`src/rtl/note_player_pkg.sv`:
```
// note_player_pkg: shared types, note-word field layout and the octave-0
// half-period table used by the note player.
package note_player_pkg;

  typedef enum logic [1:0] {
    IDLE  = 2'd0,
    FETCH = 2'd1,
    PLAY  = 2'd2,
    PAUSE = 2'd3
  } state_t;

  // Note word layout: [3:0] pitch class, [6:4] octave, [7] reserved
  localparam int unsigned PITCH_LSB = 0;
  localparam int unsigned PITCH_W   = 4;
  localparam int unsigned OCT_LSB   = 4;
  localparam int unsigned OCT_W     = 3;
  localparam int unsigned NOTE_W    = 8;
  localparam int unsigned HALF_W    = 22;

  // Pitch classes at or above this value are rests
  localparam logic [PITCH_W-1:0] REST_PITCH = 4'd12;

  // Half period in 100 MHz cycles for each octave-0 pitch, C0 .. B0
  localparam logic [HALF_W-1:0] BASE_HALF [0:11] = '{
    22'd3058104,  // C
    22'd2886836,  // C#
    22'd2724796,  // D
    22'd2570694,  // D#
    22'd2427184,  // E
    22'd2290426,  // F
    22'd2162630,  // F#
    22'd2040816,  // G
    22'd1926040,  // G#
    22'd1818182,  // A
    22'd1715854,  // A#
    22'd1619695   // B
  };

  // Half period for a pitch/octave pair; 0 marks a rest (silent)
  function automatic logic [HALF_W-1:0] half_period(input logic [PITCH_W-1:0] pitch,
                                                    input logic [OCT_W-1:0]   octave);
    logic [HALF_W-1:0] base;
    base = '0;
    if (pitch < REST_PITCH) base = BASE_HALF[pitch];
    return base >> octave;
  endfunction

endpackage

```
`src/rtl/note_player_divider.sv`:
```
// pitch_divider: half-period counter and audio toggle flip-flop.
// load restarts the tone low, enable advances the counter (deasserted =
// freeze), keep = 0 forces the registered audio pin low without
// disturbing the tone phase. A half period of 0 is silent.
module pitch_divider
  import note_player_pkg::*;
(
  input  logic              clk,
  input  logic              reset,
  input  logic              load,
  input  logic              enable,
  input  logic              keep,
  input  logic [HALF_W-1:0] half,
  output logic              audio
);

  logic [HALF_W-1:0] cnt;
  logic [HALF_W-1:0] cnt_next;
  logic              tone;
  logic              tone_next;

  // Next counter/tone: reload at terminal count so the counter never wraps
  always_comb begin
    cnt_next  = cnt;
    tone_next = tone;
    if (load) begin
      cnt_next  = '0;
      tone_next = 1'b0;
    end else if (enable && (half != '0)) begin
      if (cnt == half - HALF_W'(1)) begin
        cnt_next  = '0;
        tone_next = ~tone;
      end else begin
        cnt_next = cnt + HALF_W'(1);
      end
    end
  end

  // Counter, tone phase and gated audio pin registers
  always_ff @(posedge clk) begin
    if (reset) begin
      cnt   <= '0;
      tone  <= 1'b0;
      audio <= 1'b0;
    end else begin
      cnt   <= cnt_next;
      tone  <= tone_next;
      audio <= tone_next & keep;
    end
  end

endmodule

```
`src/rtl/note_player.sv`:
```
// note_player: pulls note words over valid/ready, sounds each for
// TICKS_PER_STEP cycles as a square wave on audio.
// Optional macro NOTE_PLAYER_ARTIC_EN: silence the last TICKS_PER_STEP/8
// cycles of every step so repeated notes are separated.
module note_player
  import note_player_pkg::*;
#(
  parameter int unsigned word_size      = 8,
  parameter int unsigned TICKS_PER_STEP = 6250000,
  parameter int unsigned STEP_W         = 23
) (
  input  logic                 clk,
  input  logic                 reset,
  input  logic                 play,
  input  logic [word_size-1:0] in_note,
  input  logic                 in_valid,
  output logic                 in_ready,
  output logic                 audio,
  output logic                 playing,
  output logic [NOTE_W-1:0]    cur_note,
  output logic                 step_done
);

  localparam logic [STEP_W-1:0] STEP_LAST  = STEP_W'(TICKS_PER_STEP - 1);
  localparam logic [STEP_W-1:0] STEP_PRE   = STEP_W'(TICKS_PER_STEP - 2);
  localparam logic [STEP_W-1:0] ARTIC_FROM = STEP_W'(TICKS_PER_STEP - TICKS_PER_STEP / 8);

  state_t            state;
  logic [STEP_W-1:0] step_cnt;

  logic              accept_c;
  logic              last_c;
  logic              to_play_c;
  logic [STEP_W-1:0] step_next_c;
  logic              keep_c;
  logic [HALF_W-1:0] half_c;

  // Divider controls derived from the state being entered next cycle
  assign accept_c    = (state == FETCH) && in_valid && in_ready;
  assign last_c      = (step_cnt == STEP_LAST);
  assign to_play_c   = ((state == PLAY) && play && !last_c) || ((state == PAUSE) && play);
  assign step_next_c = (state == PLAY) ? step_cnt + STEP_W'(1) : step_cnt;
  assign half_c      = half_period(cur_note[PITCH_LSB +: PITCH_W], cur_note[OCT_LSB +: OCT_W]);

`ifdef NOTE_PLAYER_ARTIC_EN
  assign keep_c = to_play_c && (step_next_c < ARTIC_FROM);
`else
  assign keep_c = to_play_c;
`endif

  // Player FSM with step counter, handshake and registered status outputs
  always_ff @(posedge clk) begin
    if (reset) begin
      state     <= IDLE;
      step_cnt  <= '0;
      in_ready  <= 1'b0;
      playing   <= 1'b0;
      cur_note  <= '0;
      step_done <= 1'b0;
    end else begin
      step_done <= 1'b0;
      case (state)
        IDLE: begin
          playing  <= 1'b0;
          in_ready <= play;
          if (play) state <= FETCH;
        end
        FETCH: begin
          if (accept_c) begin
            state    <= PLAY;
            in_ready <= 1'b0;
            playing  <= 1'b1;
            cur_note <= in_note[NOTE_W-1:0];
            step_cnt <= '0;
          end else if (!play) begin
            state    <= IDLE;
            in_ready <= 1'b0;
          end else begin
            in_ready <= 1'b1;
          end
        end
        PLAY: begin
          if (last_c) begin
            // Step always completes, even if play drops on its last cycle
            state    <= FETCH;
            step_cnt <= '0;
            playing  <= 1'b0;
            in_ready <= play;
          end else begin
            step_cnt <= step_next_c;
            if (play) begin
              step_done <= (step_cnt == STEP_PRE);
            end else begin
              state   <= PAUSE;
              playing <= 1'b0;
            end
          end
        end
        PAUSE: begin
          if (play) begin
            state     <= PLAY;
            playing   <= 1'b1;
            step_done <= last_c;
          end
        end
        default: state <= IDLE;
      endcase
    end
  end

  pitch_divider u_div (
    .clk    (clk),
    .reset  (reset),
    .load   (accept_c),
    .enable (state == PLAY),
    .keep   (keep_c),
    .half   (half_c),
    .audio  (audio)
  );

endmodule

```
`config.mk`:
```
export PLATFORM = sky130hd
export DESIGN_NAME = note_player
export DESIGN_NICKNAME = d
export VERILOG_FILES = /design/src/rtl/note_player_pkg.sv /design/src/rtl/note_player_divider.sv /design/src/rtl/note_player.sv
export SDC_FILE = /design/constraint.sdc
export NUM_CORES = 1
export LEC_CHECK = 0
export CELL_PAD_IN_SITES_DETAIL_PLACEMENT = 0
export CELL_PAD_IN_SITES_GLOBAL_PLACEMENT = 1
export CORE_MARGIN = 2
export CORE_UTILIZATION = 33
export CTS_CLUSTER_DIAMETER = 50
export DETAILED_ROUTE_END_ITERATION = 8
export DONT_BUFFER_PORTS = 1
export GPL_TIMING_DRIVEN = 1
export PLACE_DENSITY = 0.56
export SLEW_MARGIN = 20
export SYNTH_ARGS = -nofsm -noshare
export SYNTH_HDL_FRONTEND = slang
export SYNTH_SLANG_ARGS = --single-unit
```
`constraint.sdc`:
```
create_clock -name clk -period 8.3 [get_ports clk]
set_clock_uncertainty 0.1 [all_clocks]
set_input_delay 0.83 -clock clk [delete_from_list [all_inputs] [get_ports clk]]
set_output_delay 0.83 -clock clk [all_outputs]
set_load 0.1 [all_outputs]
```
## After elaboration in Yosys (flattened, before gate mapping)

Memories as Yosys holds them, arrays and structs flattened.
Index checks and enable logic that the tools add are counted.

- Register bits after elaboration: 60
- Input port bits: 12
- Bits in read-only memories: 352
- Memories: 1

- Shifts and indexed selects: 1
- Muxes and demuxes: 30
- Bitwise logic cells: 3
- Order comparisons: 2
- Equality and inequality tests: 12
- Add/subtract/negate cells: 3
- Reduce and logical (&&, ||, !) cells: 18

Memory list:

| name | words | width | read ports | clocked after Yosys merged registers in | wr ports | line | RTL |
|---|---|---|---|---|---|---|---|
| (no name shown) | 16 | 22 | 1 | 0 | 0 | note_player_pkg.sv:44 | `if (pitch < REST_PITCH) base = BASE_HALF[pitch];` |

Operators by type and width:

| operator | number |
|---|---|
| 22-bit 2-to-1 mux | 4 |
| 23-bit equality test, second input constant | 2 |
| 23-bit 2-to-1 mux | 2 |
| 23-bit one-hot mux with 2 select lines | 1 |
| 23-bit by 1-bit adder with 23-bit output, second input constant | 1 |
| 22-bit by 1-bit adder with 22-bit output, second input constant | 1 |
| 22-bit equality test | 1 |
| 22-bit nonzero test | 1 |
| 22-bit by 3-bit >> shifter with 22-bit output | 1 |
| 22-bit by 1-bit subtractor with 22-bit output, second input constant | 1 |
| 1-bit 2-to-1 mux | 13 |
| 2-bit 2-to-1 mux | 6 |
| 2-bit inequality test, second input constant | 4 |
| 2-bit one-hot mux with 4 select lines | 1 |
| 1-bit logical AND | 6 |
| 3-bit inequality test, second input constant | 2 |
| 2-bit AND reduction | 3 |
| 5-bit greater-or-equal comparator, second input constant | 1 |
| 4-bit inverter with 5-bit output | 1 |
| 2-bit equality test, second input constant | 2 |
| 4-bit less-than comparator, second input constant | 1 |
| 1-bit one-hot mux with 4 select lines | 1 |
| 4-bit AND reduction | 1 |
| 1-bit one-hot mux with 3 select lines | 1 |
| 11 further kinds | 11 |

## Depth between registers and ports, before layout

- Depth in word-level cells: 12
- Gate-level depth with buffers: 19
- Gate-level depth less buffers: 16

## Cells and area by module

A second synthesis with hierarchy kept.

- Cells, all modules: 678
- Area, all modules: 5217.5 µm²

By module, submodules not included:

| module | cells an instance | area each (µm²) | seq. area each (µm²) | instances |
|---|---|---|---|---|
| note_player | 435 | 3203.1 | 720.7 | 1 |
| pitch_divider | 243 | 2014.4 | 480.5 | 1 |

## Least setup slack after synthesis

OpenSTA, ideal clock, no wires.

- Path type: reg2reg
- From: register cur_note[0]
- To: register u_div.tone
- Path slack: 3467 ps
- Cell stages (with the launch flop): 18
- Library setup time: 71 ps
- Data required time: 8129 ps
- Arrival: 4662 ps
- Cell sequence: dfxtp_1 buf_2 inv_1 ha_1 or3b_2 clkbuf_1 o2111ai_1 nand3_1 or2_2 ha_1 xnor2_1 xnor2_1 a211oi_1 o221ai_1 and4b_1 nand4_1 or4_1 a21oi_1

- Word-level cells in the longest chain between the ends: 11
- Elaborated cells between the ends (all ways): 14

RTL lines:

| item | line | RTL |
|---|---|---|
| start, declared | note_player.sv:20 | `output logic [NOTE_W-1:0] cur_note,` |
| start signal, assigned | note_player.sv:73 | `cur_note <= in_note[NOTE_W-1:0];` |
| 4-bit inverter with 5-bit output (implied by the code) | note_player_pkg.sv:44 |  |
| memory 16 x 22 bit | n/a |  |
| 22-bit 2-to-1 mux (implied by the code) (2 in a row) | note_player_pkg.sv:44 |  |
| 22-bit 2-to-1 mux (*) | note_player_pkg.sv:44 |  |
| 22-bit by 3-bit >> shifter with 22-bit output (*) | note_player_pkg.sv:45 | `return base >> octave;` |
| 22-bit by 1-bit subtractor with 22-bit output | note_player_divider.sv:30 | `if (cnt == half - HALF_W'(1)) begin` |
| 22-bit equality test | note_player_divider.sv:30 |  |
| 1-bit 2-to-1 mux | note_player_divider.sv:30 |  |
| 1-bit 2-to-1 mux (*) | note_player_divider.sv:29 | `end else if (enable && (half != '0)) begin` |
| 1-bit 2-to-1 mux (*) | note_player_divider.sv:26 | `if (load) begin` |
| end signal, assigned | note_player_divider.sv:47 | `tone <= tone_next;` |
| end, declared | note_player_divider.sv:19 | `logic tone;` |

Every way passes the cells marked *; elsewhere a longest branch is shown, timed or not. The select of a mux whose other input is x is not followed.
A chain may end at the register's enable or synchronous reset.

## Worst setup path in the final report

- From: register cur_note[2]
- To: register u_div.tone

The elaborated chain is that of the path after synthesis.

==> metrics.md <==
| Metric | Value |
|---|---|
| Worst-Margin Slew | 1000 ps |
| Non-Filler Instances | 923 |
| Maxcap violations | 0 |
| IO Count | 24 |
| Final Cycle Share | 62.0% |
| Share of cells above drive strength 1 | 8.96% |
| Clk root buf | clkbuf_16 |
| Ys async rst share | 0% |
| CP Max Fanout | 55 |
| Post-Syn Area | 5500 µm² |
| Maximum VDD drop | 0.0932 mV |
| Post-synth top area share | 21.8% |
| Fin crit period | 5140 ps |
| Headroom to the max-slew limit | 32.9% |
| Sequential element share of the synthesized area | 21.8% |
| Post-synthesis cell type count | 90 |
| Num CTS Buffers | 9 |
| Area contributors post-synth | dfxtp_1 22%, nand2_1 5.3%, nor2_1 4.8% |
| Nets@finish | 722 |
| Largest net degree at the start of global routing | 56 |
| Drt pass-1 iters | 5 |
| Critical Path AT | 5290 ps |
| Vias | 5,422 |
| CP max-delay cell | nor3b_2 |
| Yosys reg bits | 60 |
| Initial antenna violation count | 0 |
| Depth of the CTS H-tree | 3 |
| WS Path Type | flop to flop |
| Antenna Cells | 0 |
| Total track usage | 19.9% |
| Worst skew pair latency | 330 ps |
| WL/cell | 18.5 µm |
| Worst-path clk slew | 50 ps |
| R2R Setup Slk | 3160 ps |
| Unrepaired setup endpoints after global routing | no |
| Initial drt markers | 364 |
| Main synth FF type | dfxtp_1 |
| Hold Crit Class | flop to flop |
| Total power draw | 0.820 mW |
| Most common cell on crit path | xnor2_1 |
| Post-CTS Resized | 0 |
| Port Buf Inserts | 0 |
| Cells after DPL | 907 |
| Setup TNS | 0 ps |
| CP cell instances | buf_4 -> nor3b_2 -> nor3_1 -> a22oi_1 -> nand3_1 -> or2_2 -> ha_1 -> xnor2_1 -> xnor2_1 -> a211oi_1 -> o221ai_1 -> and4b_1 -> nand4_1 -> or4_1 -> a21oi_1 |
| DR vias/cell | 5.87 |
| FMAX | 0.194 GHz |
| Die Footprint | 17,700 µm² |
| DR DRC count | 0 |
| Mapped Nets | 753 |
| Leak pwr | 2.02 nW |
| Vias in the first global route | 5,162 |
| Row cnt | 47 |
| CORE AREA | 16,400 µm² |
| Worst setup SP type | flop |
| Endpoints failing setup | 0 |
| Final hold vios | 0 |
| Chip height | 133 µm |
| Post-Syn Instances | 729 |
| Max-slew violations | 0 |
| Status | finished, final reports clean |
| Layout Area Growth over Synthesis | 7.39% |
| Final GP Congestion | 0.878 |
| PD cells | 139 nW/µm² |
| Grt total ovfl | 0 |
| Hold Buf Count CTS | 0 |
| Die Width | 133 µm |
| Placed wire-length estimate | 12.5 mm |
| CP Capture Type | flop |
| WL final | 17.0 mm |
| Yosys warnings | 0 |
| Sink Count | 60 |
| Slowest stage delay, CP | 720 ps |
| Post CTS Setup Buffer Count | 0 |
| First-pass GRT wire length | 28.1 mm |
| Post-synth EDFFs | 0 |
| Crit path required time | 8440 ps |
| Clock Tree Buf Depth | 2 |
| Initial Util | 33.5% |
| Post-DRT Antenna Nets | 0 |
| Area leader, netlist | dfxtp_1 |
| Synthesized area per cell | 7.54 µm² |
| TritonCTS clock tree | yes |
metal layers:
layer / wire (µm) / GRT usage [%] / vias up
met1: 7560 / 25.1 / 2590
met3: 735 / 3.18 / 35
met2: 8240 / 33.6 / 159
li1: - / - / 2638
met4: 504 / 8.18 / 0
met5: 0 / 0 / -
cell families after synthesis:
family	Yosys count	synth area share (%)
AOI/OAI and AO/OA	191	26.3
xor gates and xnor gates	54	8.60
adders and majority gates	12	2.73
buffers and inverters	64	5.82
DFF	60	21.8
muxes	16	3.21
and+or+nand+nor	332	31.5
where the power goes:
| part | switching (mW) | internal, mW |
|---|---|---|
| logic | 0.0631 | 0.0346 |
| clock network | 0.130 | 0.292 |
| registers | 0.00965 | 0.291 |
registers in the layout, indices dropped and copies added, names as in the netlist:
| name | cells |
|---|---|
| u_div.audio | 1 |
| u_div.cnt | 22 |
| playing | 1 |
| state | 2 |
| u_div.tone | 1 |
| cur_note | 8 |
| in_ready | 1 |
| step_cnt | 23 |
| step_done | 1 |
synthesized netlist by cell type, types with 5 or more instances:
library cell and instances:
nand3b_1 5, nand3_1 29, a22oi_1 11, o31ai_1 5, clkbuf_1 21, nor3b_1 5
a31oi_1 5, a311oi_1 6, ha_1 12, o211ai_1 11, or3_1 6, nor2_1 70
a21oi_1 40, nor3_1 33, inv_1 13, dfxtp_1 60, buf_6 6, nand2b_1 18
mux2i_1 12, or2_2 7, buf_2 16, o2111ai_1 6, and3_1 22, o22ai_1 8
nor2b_1 9, o21ai_0 23, a211oi_1 5, xnor2_1 24, o221ai_1 7, nand4_1 12
and2_1 9, xor2_1 30, o21ai_1 5, nand2_1 78
critical path, delay by kind of cell, from the launching register on:
family / cells / cell delay [ps]
xor gates and xnor gates: 2 / 320
and+or+nand+nor: 7 / 2250
DFF: 1 / 670
AOI/OAI and AO/OA: 4 / 830
buffers and inverters: 1 / 570
adders and majority gates: 1 / 300
area by class of cell:
cell class	count	area [µm²]
fill	1700	10500
sequential	60	1210
clock inverter	5	100
tap	220	275
timing repair buffer	8	60.1
clock buffer	11	233
inverter	14	52.6
multi-input combinational	605	3980
cell usage in the layout (no fill, tap or decap), drive strengths merged, types with 6 or more instances in the layout:
master	n
nand2	78
nor2	70
dfxtp	60
a21oi	40
nor3	35
xor2	30
nand3	30
o21ai	28
xnor2	24
and3	22
nand2b	19
inv	14
nand4	13
mux2i	12
ha	12
a22oi	12
o211ai	11
clkbuf	11
or2	10
nor2b	9
and2	9
o22ai	9
buf	8
o221ai	7
a311oi	6
or3	6
o2111ai	6
nor3b	6
o31ai	6
nand3b	6
o32ai	6
through the flow:
stage	util [%]	instance area, µm²	hold WS (ps)	worst slack, ps
2_1_floorplan	-	5500	357	3470
3_3_place_gp	34.0	5570	380	3290
3_5_place_dp	34.0	5570	384	3310
4_1_cts	36.0	5910	393	3260
5_1_grt	36.0	5910	430	2820
6_report	36.0	5910	388	3160
path summary, 6_finish.rpt:
path                     from    endpoint  cells after the start
hold / removal     u_div.tone  u_div.tone                      2
setup / recovery  cur_note[2]  u_div.tone                     15
setup reg to reg  cur_note[2]  u_div.tone                     15
hold reg to reg    u_div.tone  u_div.tone                      2
(Power assumes the default switching activity.)
